### config.mk
export PLATFORM = sky130hd
export DESIGN_NAME = mem_port_arbiter_flat
export DESIGN_NICKNAME = d
export VERILOG_FILES = /design/src/rtl/mem_arb_pkg.sv /design/src/rtl/mem_port_arbiter_if.sv /design/src/rtl/mem_wait_timer.sv /design/src/rtl/mem_port_arbiter.sv /design/src/flat_wrapper.sv
export SDC_FILE = /design/constraint.sdc
export NUM_CORES = 1
export LEC_CHECK = 0
export CORE_MARGIN = 8
export CORE_UTILIZATION = 41
export CTS_CLUSTER_SIZE = 20
export DETAILED_ROUTE_END_ITERATION = 7
export GPL_TIMING_DRIVEN = 0
export PLACE_DENSITY = 0.92
export SYNTH_ARGS = -nofsm -noshare
export SYNTH_HDL_FRONTEND = slang
export SYNTH_SLANG_ARGS = --single-unit
export TNS_END_PERCENT = 30
### constraint.sdc
create_clock -name CLK -period 1.9 [get_ports CLK]
set_input_delay 0.38 -clock CLK [delete_from_list [all_inputs] [get_ports CLK]]
set_output_delay 0.38 -clock CLK [all_outputs]
set_load 0.05 [all_outputs]
### src/rtl/mem_arb_pkg.sv
// Shared constants for the memory port arbiter: FSM encoding, default
// timeout length and the data word returned when memory never answers.
package mem_arb_pkg;

  localparam logic [1:0] ST_IDLE  = 2'd0;
  localparam logic [1:0] ST_IBUSY = 2'd1;
  localparam logic [1:0] ST_DBUSY = 2'd2;
  localparam logic [1:0] ST_DONE  = 2'd3;

  localparam int MAX_WAIT_DEF = 15;

  // Every bit of the timeout data word takes this value.
  localparam logic TIMEOUT_FILL = 1'b0;

  function automatic logic is_busy(input logic [1:0] st);
    return (st == ST_IBUSY) || (st == ST_DBUSY);
  endfunction

endpackage

### src/rtl/mem_port_arbiter_if.sv
// Bundle of requester (IF/MEM stage) and memory-side signals of the arbiter.
// slave is the arbiter's view, master is the surrounding system's view.
interface mem_port_arbiter_if #(
  parameter int DATA_W = 32
);
  logic              IReq;
  logic [DATA_W-1:0] IAddr;
  logic              DRead;
  logic              DWrite;
  logic [DATA_W-1:0] DAddr;
  logic [DATA_W-1:0] DWData;
  logic [DATA_W-1:0] IData;
  logic [DATA_W-1:0] DRData;
  logic              IValid;
  logic              DValid;
  logic              StallIF;
  logic              StallMEM;
  logic              MemReq;
  logic              MemWE;
  logic [DATA_W-1:0] MemAddr;
  logic [DATA_W-1:0] MemWData;
  logic [DATA_W-1:0] MemRData;
  logic              MemAck;
  logic              Err;

  modport slave (
    input  IReq, IAddr, DRead, DWrite, DAddr, DWData, MemRData, MemAck,
    output IData, DRData, IValid, DValid, StallIF, StallMEM,
           MemReq, MemWE, MemAddr, MemWData, Err
  );

  modport master (
    output IReq, IAddr, DRead, DWrite, DAddr, DWData, MemRData, MemAck,
    input  IData, DRData, IValid, DValid, StallIF, StallMEM,
           MemReq, MemWE, MemAddr, MemWData, Err
  );

endinterface

### src/rtl/mem_wait_timer.sv
// Counts busy cycles without a memory acknowledge; expired flags the cycle
// in which one more unacknowledged cycle would reach MAX_WAIT.
module mem_wait_timer
  import mem_arb_pkg::*;
#(
  parameter int MAX_WAIT = MAX_WAIT_DEF
) (
  input  logic clk,
  input  logic rst_n,
  input  logic clear,
  input  logic enable,
  output logic expired
);

  localparam int CNT_W = $clog2(MAX_WAIT + 1);

  logic [CNT_W-1:0] cnt_q, cnt_d;

  always_comb begin
    cnt_d = cnt_q;
    if (clear) begin
      cnt_d = '0;
    end else if (enable && (cnt_q != CNT_W'(MAX_WAIT))) begin
      cnt_d = cnt_q + CNT_W'(1);
    end
  end

  assign expired = enable && (cnt_q == CNT_W'(MAX_WAIT - 1));

  always_ff @(posedge clk) begin
    if (!rst_n) begin
      cnt_q <= '0;
    end else begin
      cnt_q <= cnt_d;
    end
  end

endmodule

### src/rtl/mem_port_arbiter.sv
// Single-port memory arbiter between instruction fetch and data load/store,
// data side first, with per-transaction timeout and a sticky error flag.
module mem_port_arbiter
  import mem_arb_pkg::*;
#(
  parameter int DATA_W   = 32,
  parameter int MAX_WAIT = MAX_WAIT_DEF
) (
  input  logic              CLK,
  input  logic              Reset_L,
  mem_port_arbiter_if.slave bus
);

  logic [1:0]        state_q, state_d;
  logic [DATA_W-1:0] addr_q, addr_d;
  logic [DATA_W-1:0] wdata_q, wdata_d;
  logic [DATA_W-1:0] idata_q, idata_d;
  logic [DATA_W-1:0] drdata_q, drdata_d;
  logic              we_q, we_d;
  logic              load_q, load_d;
  logic              ivalid_q, ivalid_d;
  logic              dvalid_q, dvalid_d;
  logic              err_q, err_d;

  logic              busy;
  logic              grant;
  logic              expired;
  logic              stall_mem;
  logic [DATA_W-1:0] ret_data;

  assign busy     = is_busy(state_q);
  assign ret_data = bus.MemAck ? bus.MemRData : {DATA_W{TIMEOUT_FILL}};

  mem_wait_timer #(
    .MAX_WAIT (MAX_WAIT)
  ) u_wait_timer (
    .clk     (CLK),
    .rst_n   (Reset_L),
    .clear   (grant),
    .enable  (busy && !bus.MemAck),
    .expired (expired)
  );

  always_comb begin
    state_d  = state_q;
    addr_d   = addr_q;
    wdata_d  = wdata_q;
    idata_d  = idata_q;
    drdata_d = drdata_q;
    we_d     = we_q;
    load_d   = load_q;
    err_d    = err_q;
    ivalid_d = 1'b0;
    dvalid_d = 1'b0;
    grant    = 1'b0;

    case (state_q)
      ST_IDLE: begin
        if (bus.DRead || bus.DWrite) begin
          // A simultaneous read+write is resolved as a store and flagged.
          state_d = ST_DBUSY;
          grant   = 1'b1;
          addr_d  = bus.DAddr;
          wdata_d = bus.DWData;
          we_d    = bus.DWrite;
          load_d  = !bus.DWrite;
          if (bus.DRead && bus.DWrite) begin
            err_d = 1'b1;
          end
        end else if (bus.IReq) begin
          state_d = ST_IBUSY;
          grant   = 1'b1;
          addr_d  = bus.IAddr;
          wdata_d = '0;
          we_d    = 1'b0;
          load_d  = 1'b0;
        end
      end

      ST_IBUSY, ST_DBUSY: begin
        if (bus.MemAck || expired) begin
          state_d = ST_DONE;
          we_d    = 1'b0;
          if (!bus.MemAck) begin
            err_d = 1'b1;
          end
          if (state_q == ST_DBUSY) begin
            dvalid_d = 1'b1;
            if (load_q) begin
              drdata_d = ret_data;
            end
          end else begin
            ivalid_d = 1'b1;
            idata_d  = ret_data;
          end
        end
      end

      default: begin
        state_d = ST_IDLE;
      end
    endcase
  end

  always_ff @(posedge CLK) begin
    if (!Reset_L) begin
      state_q  <= ST_IDLE;
      addr_q   <= '0;
      wdata_q  <= '0;
      idata_q  <= '0;
      drdata_q <= '0;
      we_q     <= 1'b0;
      load_q   <= 1'b0;
      ivalid_q <= 1'b0;
      dvalid_q <= 1'b0;
      err_q    <= 1'b0;
    end else begin
      state_q  <= state_d;
      addr_q   <= addr_d;
      wdata_q  <= wdata_d;
      idata_q  <= idata_d;
      drdata_q <= drdata_d;
      we_q     <= we_d;
      load_q   <= load_d;
      ivalid_q <= ivalid_d;
      dvalid_q <= dvalid_d;
      err_q    <= err_d;
    end
  end

  assign stall_mem    = (bus.DRead || bus.DWrite) && !dvalid_q;
  assign bus.StallMEM = stall_mem;
  assign bus.StallIF  = (bus.IReq && !ivalid_q) || stall_mem;
  assign bus.MemReq   = busy;
  assign bus.MemWE    = we_q;
  assign bus.MemAddr  = addr_q;
  assign bus.MemWData = wdata_q;
  assign bus.IData    = idata_q;
  assign bus.DRData   = drdata_q;
  assign bus.IValid   = ivalid_q;
  assign bus.DValid   = dvalid_q;
  assign bus.Err      = err_q;

endmodule

### src/flat_wrapper.sv
// flat-port wrapper written by rule: the top's interface ports become plain ports
module mem_port_arbiter_flat import mem_arb_pkg::*;
#(
  parameter int DATA_W   = 32,
  parameter int MAX_WAIT = MAX_WAIT_DEF
)
  (CLK, Reset_L, bus_IReq, bus_IAddr, bus_DRead, bus_DWrite, bus_DAddr, bus_DWData, bus_MemRData, bus_MemAck, bus_IData, bus_DRData, bus_IValid, bus_DValid, bus_StallIF, bus_StallMEM, bus_MemReq, bus_MemWE, bus_MemAddr, bus_MemWData, bus_Err);
  mem_port_arbiter_if #(.DATA_W(DATA_W)) bus_i ();
  input  logic CLK;
  input  logic Reset_L;
  input wire logic [$bits(bus_i.IReq)-1:0] bus_IReq;
  input wire logic [$bits(bus_i.IAddr)-1:0] bus_IAddr;
  input wire logic [$bits(bus_i.DRead)-1:0] bus_DRead;
  input wire logic [$bits(bus_i.DWrite)-1:0] bus_DWrite;
  input wire logic [$bits(bus_i.DAddr)-1:0] bus_DAddr;
  input wire logic [$bits(bus_i.DWData)-1:0] bus_DWData;
  input wire logic [$bits(bus_i.MemRData)-1:0] bus_MemRData;
  input wire logic [$bits(bus_i.MemAck)-1:0] bus_MemAck;
  output wire logic [$bits(bus_i.IData)-1:0] bus_IData;
  output wire logic [$bits(bus_i.DRData)-1:0] bus_DRData;
  output wire logic [$bits(bus_i.IValid)-1:0] bus_IValid;
  output wire logic [$bits(bus_i.DValid)-1:0] bus_DValid;
  output wire logic [$bits(bus_i.StallIF)-1:0] bus_StallIF;
  output wire logic [$bits(bus_i.StallMEM)-1:0] bus_StallMEM;
  output wire logic [$bits(bus_i.MemReq)-1:0] bus_MemReq;
  output wire logic [$bits(bus_i.MemWE)-1:0] bus_MemWE;
  output wire logic [$bits(bus_i.MemAddr)-1:0] bus_MemAddr;
  output wire logic [$bits(bus_i.MemWData)-1:0] bus_MemWData;
  output wire logic [$bits(bus_i.Err)-1:0] bus_Err;
  assign bus_i.IReq = bus_IReq;
  assign bus_i.IAddr = bus_IAddr;
  assign bus_i.DRead = bus_DRead;
  assign bus_i.DWrite = bus_DWrite;
  assign bus_i.DAddr = bus_DAddr;
  assign bus_i.DWData = bus_DWData;
  assign bus_i.MemRData = bus_MemRData;
  assign bus_i.MemAck = bus_MemAck;
  assign bus_IData = bus_i.IData;
  assign bus_DRData = bus_i.DRData;
  assign bus_IValid = bus_i.IValid;
  assign bus_DValid = bus_i.DValid;
  assign bus_StallIF = bus_i.StallIF;
  assign bus_StallMEM = bus_i.StallMEM;
  assign bus_MemReq = bus_i.MemReq;
  assign bus_MemWE = bus_i.MemWE;
  assign bus_MemAddr = bus_i.MemAddr;
  assign bus_MemWData = bus_i.MemWData;
  assign bus_Err = bus_i.Err;
  mem_port_arbiter #(.DATA_W(DATA_W), .MAX_WAIT(MAX_WAIT)) u_core (.CLK(CLK), .Reset_L(Reset_L), .bus(bus_i));
endmodule
==> results.toml <==
[pwr]
power.leakage_nw = 3.855
swShare = 0.4286
p_seq_frac = 0.308
internal_power_mw = 7.143
p_per_area_mw_per_mm2 = 1373
switching_power_mw = 5.357
p_clk_frac = 0.260
comb_power_share = 0.432
ir_drop_mv = 0.6010

[sta]
hold_viol = 0
slew_violations = 0
worstMarginPinSlew_ns = 0.6937
hold_ws_ns = 0.3604
tns_ns = 0
finalCriticalPeriod_ns = 1.838
finalWorstSetupSlack_ns = 0.06221
slew_headroom = 0.5376
rsz0062_at_grt = "yes"
setup_viol = 0
fmax_mhz = 544.1
period_share = 0.9673
fin_skew_ns = 0.009936

[routing]
antenna_left = 0
wl_mm = 22.71
vias = 6113
vias_per_cell = 5.681
drtIter0Drc = 355
dr.pass1.iters = 5
post-route-drc-count = 0
wl_per_cell_um = 21.11

[final_layout]
final_area_mm2 = 0.009104
layout-drive-gt1-share = 0.1296
fin_util = 0.6636
nets = 1023
area_growth_pct = 59.53

[synthesis]
synth.top_cell.area_share = 0.4876
syn-num-nets = 737
synth_area_leaders = "dfxtp_1 (49%), a311oi_2 (8.4%), nand2_1 (7.0%), a22o_1 (5.1%), a311oi_1 (4.9%)"
synth_edf_count = 0
yosys.area.top_type = "dfxtp_1"
synthCells = 597
yosys_warnings = 0
synthTopCellsByCount = "dfxtp_1 (139), nand2_1 (107), o21ai_0 (39)"
syn_area_per_cell_um2 = 9.559
ys_ff_latch = 139
async_flop_share = 0
synthDistinctLibCells = 38
syn_area_mm2 = 0.005707
synth_most_common_cell = "dfxtp_1"
synth_ff_type = "dfxtp_1"
synth_seq_area_share = 0.4876

[cts]
path_clk_slew_ns = 0.06
clock_latency_ns = 0.42
cts_buffers = 17
numClockSinks = 139
clock-root-buffer = "clkbuf_16"
h-tree-depth = 4
tritoncts = "done"
clk_path_buf_depth = 2
hold_buffers = 0

[global_routing]
grt_usage = 0.2422
gr-total-overflow = 0
grt_pass1_wl_mm = 34.44
grt_pass1_vias = 6165
grt_start_max_net_pins = 17
grt_antenna_before_repair = 1

[run_status]
outcome = "finished, final reports clean"

[critical_path]
cp.required_ns = 2.21
crit_type = "register to register"
endpoint_kind = "register"
start_kind = "register"
cp.arrival_ns = 2.15
path_max_fanout = 10

[floorplan]
core-area_mm2 = 0.01372
die_x_um = 134.0
die_h_um = 134.0
io_pins = 269
start_util = 0.4160
dieArea_mm2 = 0.01795
std_cell_rows = 43

[placement]
post-place-ws_ns = -1.040
gp_congestion = 0.8937
place_hpwl_mm = 16.95
port_buffers = 266
place_area_mm2 = 0.008607

[job]
max-cap-violations = 0

[worst_hold_path]
hold_path_class = "input pin to register"
## critical path: stages (launching register included)
cell and delay [ns]:
dfxtp_1 0.39, inv_1 0.11, ha_4 0.25, clkbuf_4 0.19, nand4_1 0.19, nand2b_4 0.10, clkbuf_4 0.20, a311oi_1 0.31
## metrics by stage
| step | power [mW] | std cells |
|---|---|---|
| after floorplan | 7.660 | 597 |
| after detailed placement | 9.639 | 1043 |
| final | 12.50 | 1076 |
| after CTS | 12.52 | 1076 |
| after global placement | 9.514 | 1043 |
| after global routing | 12.98 | 1076 |
## state kept, by name (all words and copies together), names as in the netlist
signal                     flops
u_core.bus.DRData             32
u_core.bus.DValid              1
u_core.u_wait_timer.cnt_q      4
u_core.bus.IValid              1
u_core.load_q                  1
u_core.bus.Err                 1
u_core.bus.MemAddr            32
u_core.state_q                 2
u_core.bus.IData              32
u_core.bus.MemWE               1
u_core.bus.MemWData           32
## cell usage in the layout (no fill, tap or decap), drive strengths merged, types with 26 or more instances in the layout
master / n
nand2: 107
a31oi: 33
clkbuf: 50
o21ai: 40
buf: 38
a311oi: 64
a22o: 33
clkdlybuf4s50: 129
o32ai: 26
dfxtp: 139
nor2: 38
dlygate4sd2: 134
## power by group through the flow
| stage | sequential (mW) | clock, mW | combinational (mW) |
|---|---|---|---|
| finish | 3.85 | 3.25 | 5.40 |
| global placement | 3.88 | 0 | 5.64 |
| CTS | 3.84 | 3.30 | 5.38 |
| floorplan | 5.83 | 0 | 1.83 |
| detailed placement | 3.91 | 0 | 5.72 |
| global route | 3.90 | 3.40 | 5.68 |
## what timing repair did
item                                    4_1_cts  5_1_grt
buffers inserted                              2        0
endpoints found under the setup margin      197       59
gates resized for setup                     169       14
pin swaps                                     1        0
## area by class of cell
type                    count  area (um^2)
clock buffers              20        456.7
repair buffers            268         2504
clock inverters            11        120.1
flip-flops and latches    139         2783
inverters                   7        26.28
well taps                 180        225.2
diodes                      1        2.502
plain buffers              63        349.1
multi-input cells         387         2638
fillers                  1157         4616
## logic make-up (layout without fill, tap and decap cells)
kind of cell	count (synthesis)	after routing	share of synthesized area
adders and majority gates	6	6	0.01315
muxes	2	2	0.003508
DFF	139	139	0.4876
and+or+nand+nor	164	164	0.1184
AOI/OAI and AO/OA	215	215	0.3186
buffers and inverters	71	369	0.05876
other	0	1	0
## metal layers
metal / track usage / up-vias / wire length (um)
met5: 0 / - / 0
met4: 0.1011 / 0 / 631
met3: 0.08078 / 43 / 2313
met2: 0.4074 / 344 / 11100
met1: 0.2761 / 2909 / 8664
li1: - / 2817 / -
## final timing paths
check / start / to / slack, ns / cells after the start
max: u_core.state_q[0]$_SDFFE_PN0P_ / u_core.bus.IData[7]$_SDFFE_PN0P_ / 0.06 / 7
min reg2reg: u_core.bus.DRData[25]$_SDFFE_PN0P_ / u_core.bus.DRData[25]$_SDFFE_PN0P_ / 0.47 / 2
min: Reset_L / u_core.bus.IValid$_SDFF_PN0_ / 0.36 / 3
max reg2reg: u_core.state_q[0]$_SDFFE_PN0P_ / u_core.bus.IData[7]$_SDFFE_PN0P_ / 0.06 / 7
Note: power is estimated with default switching activity, not from simulation.
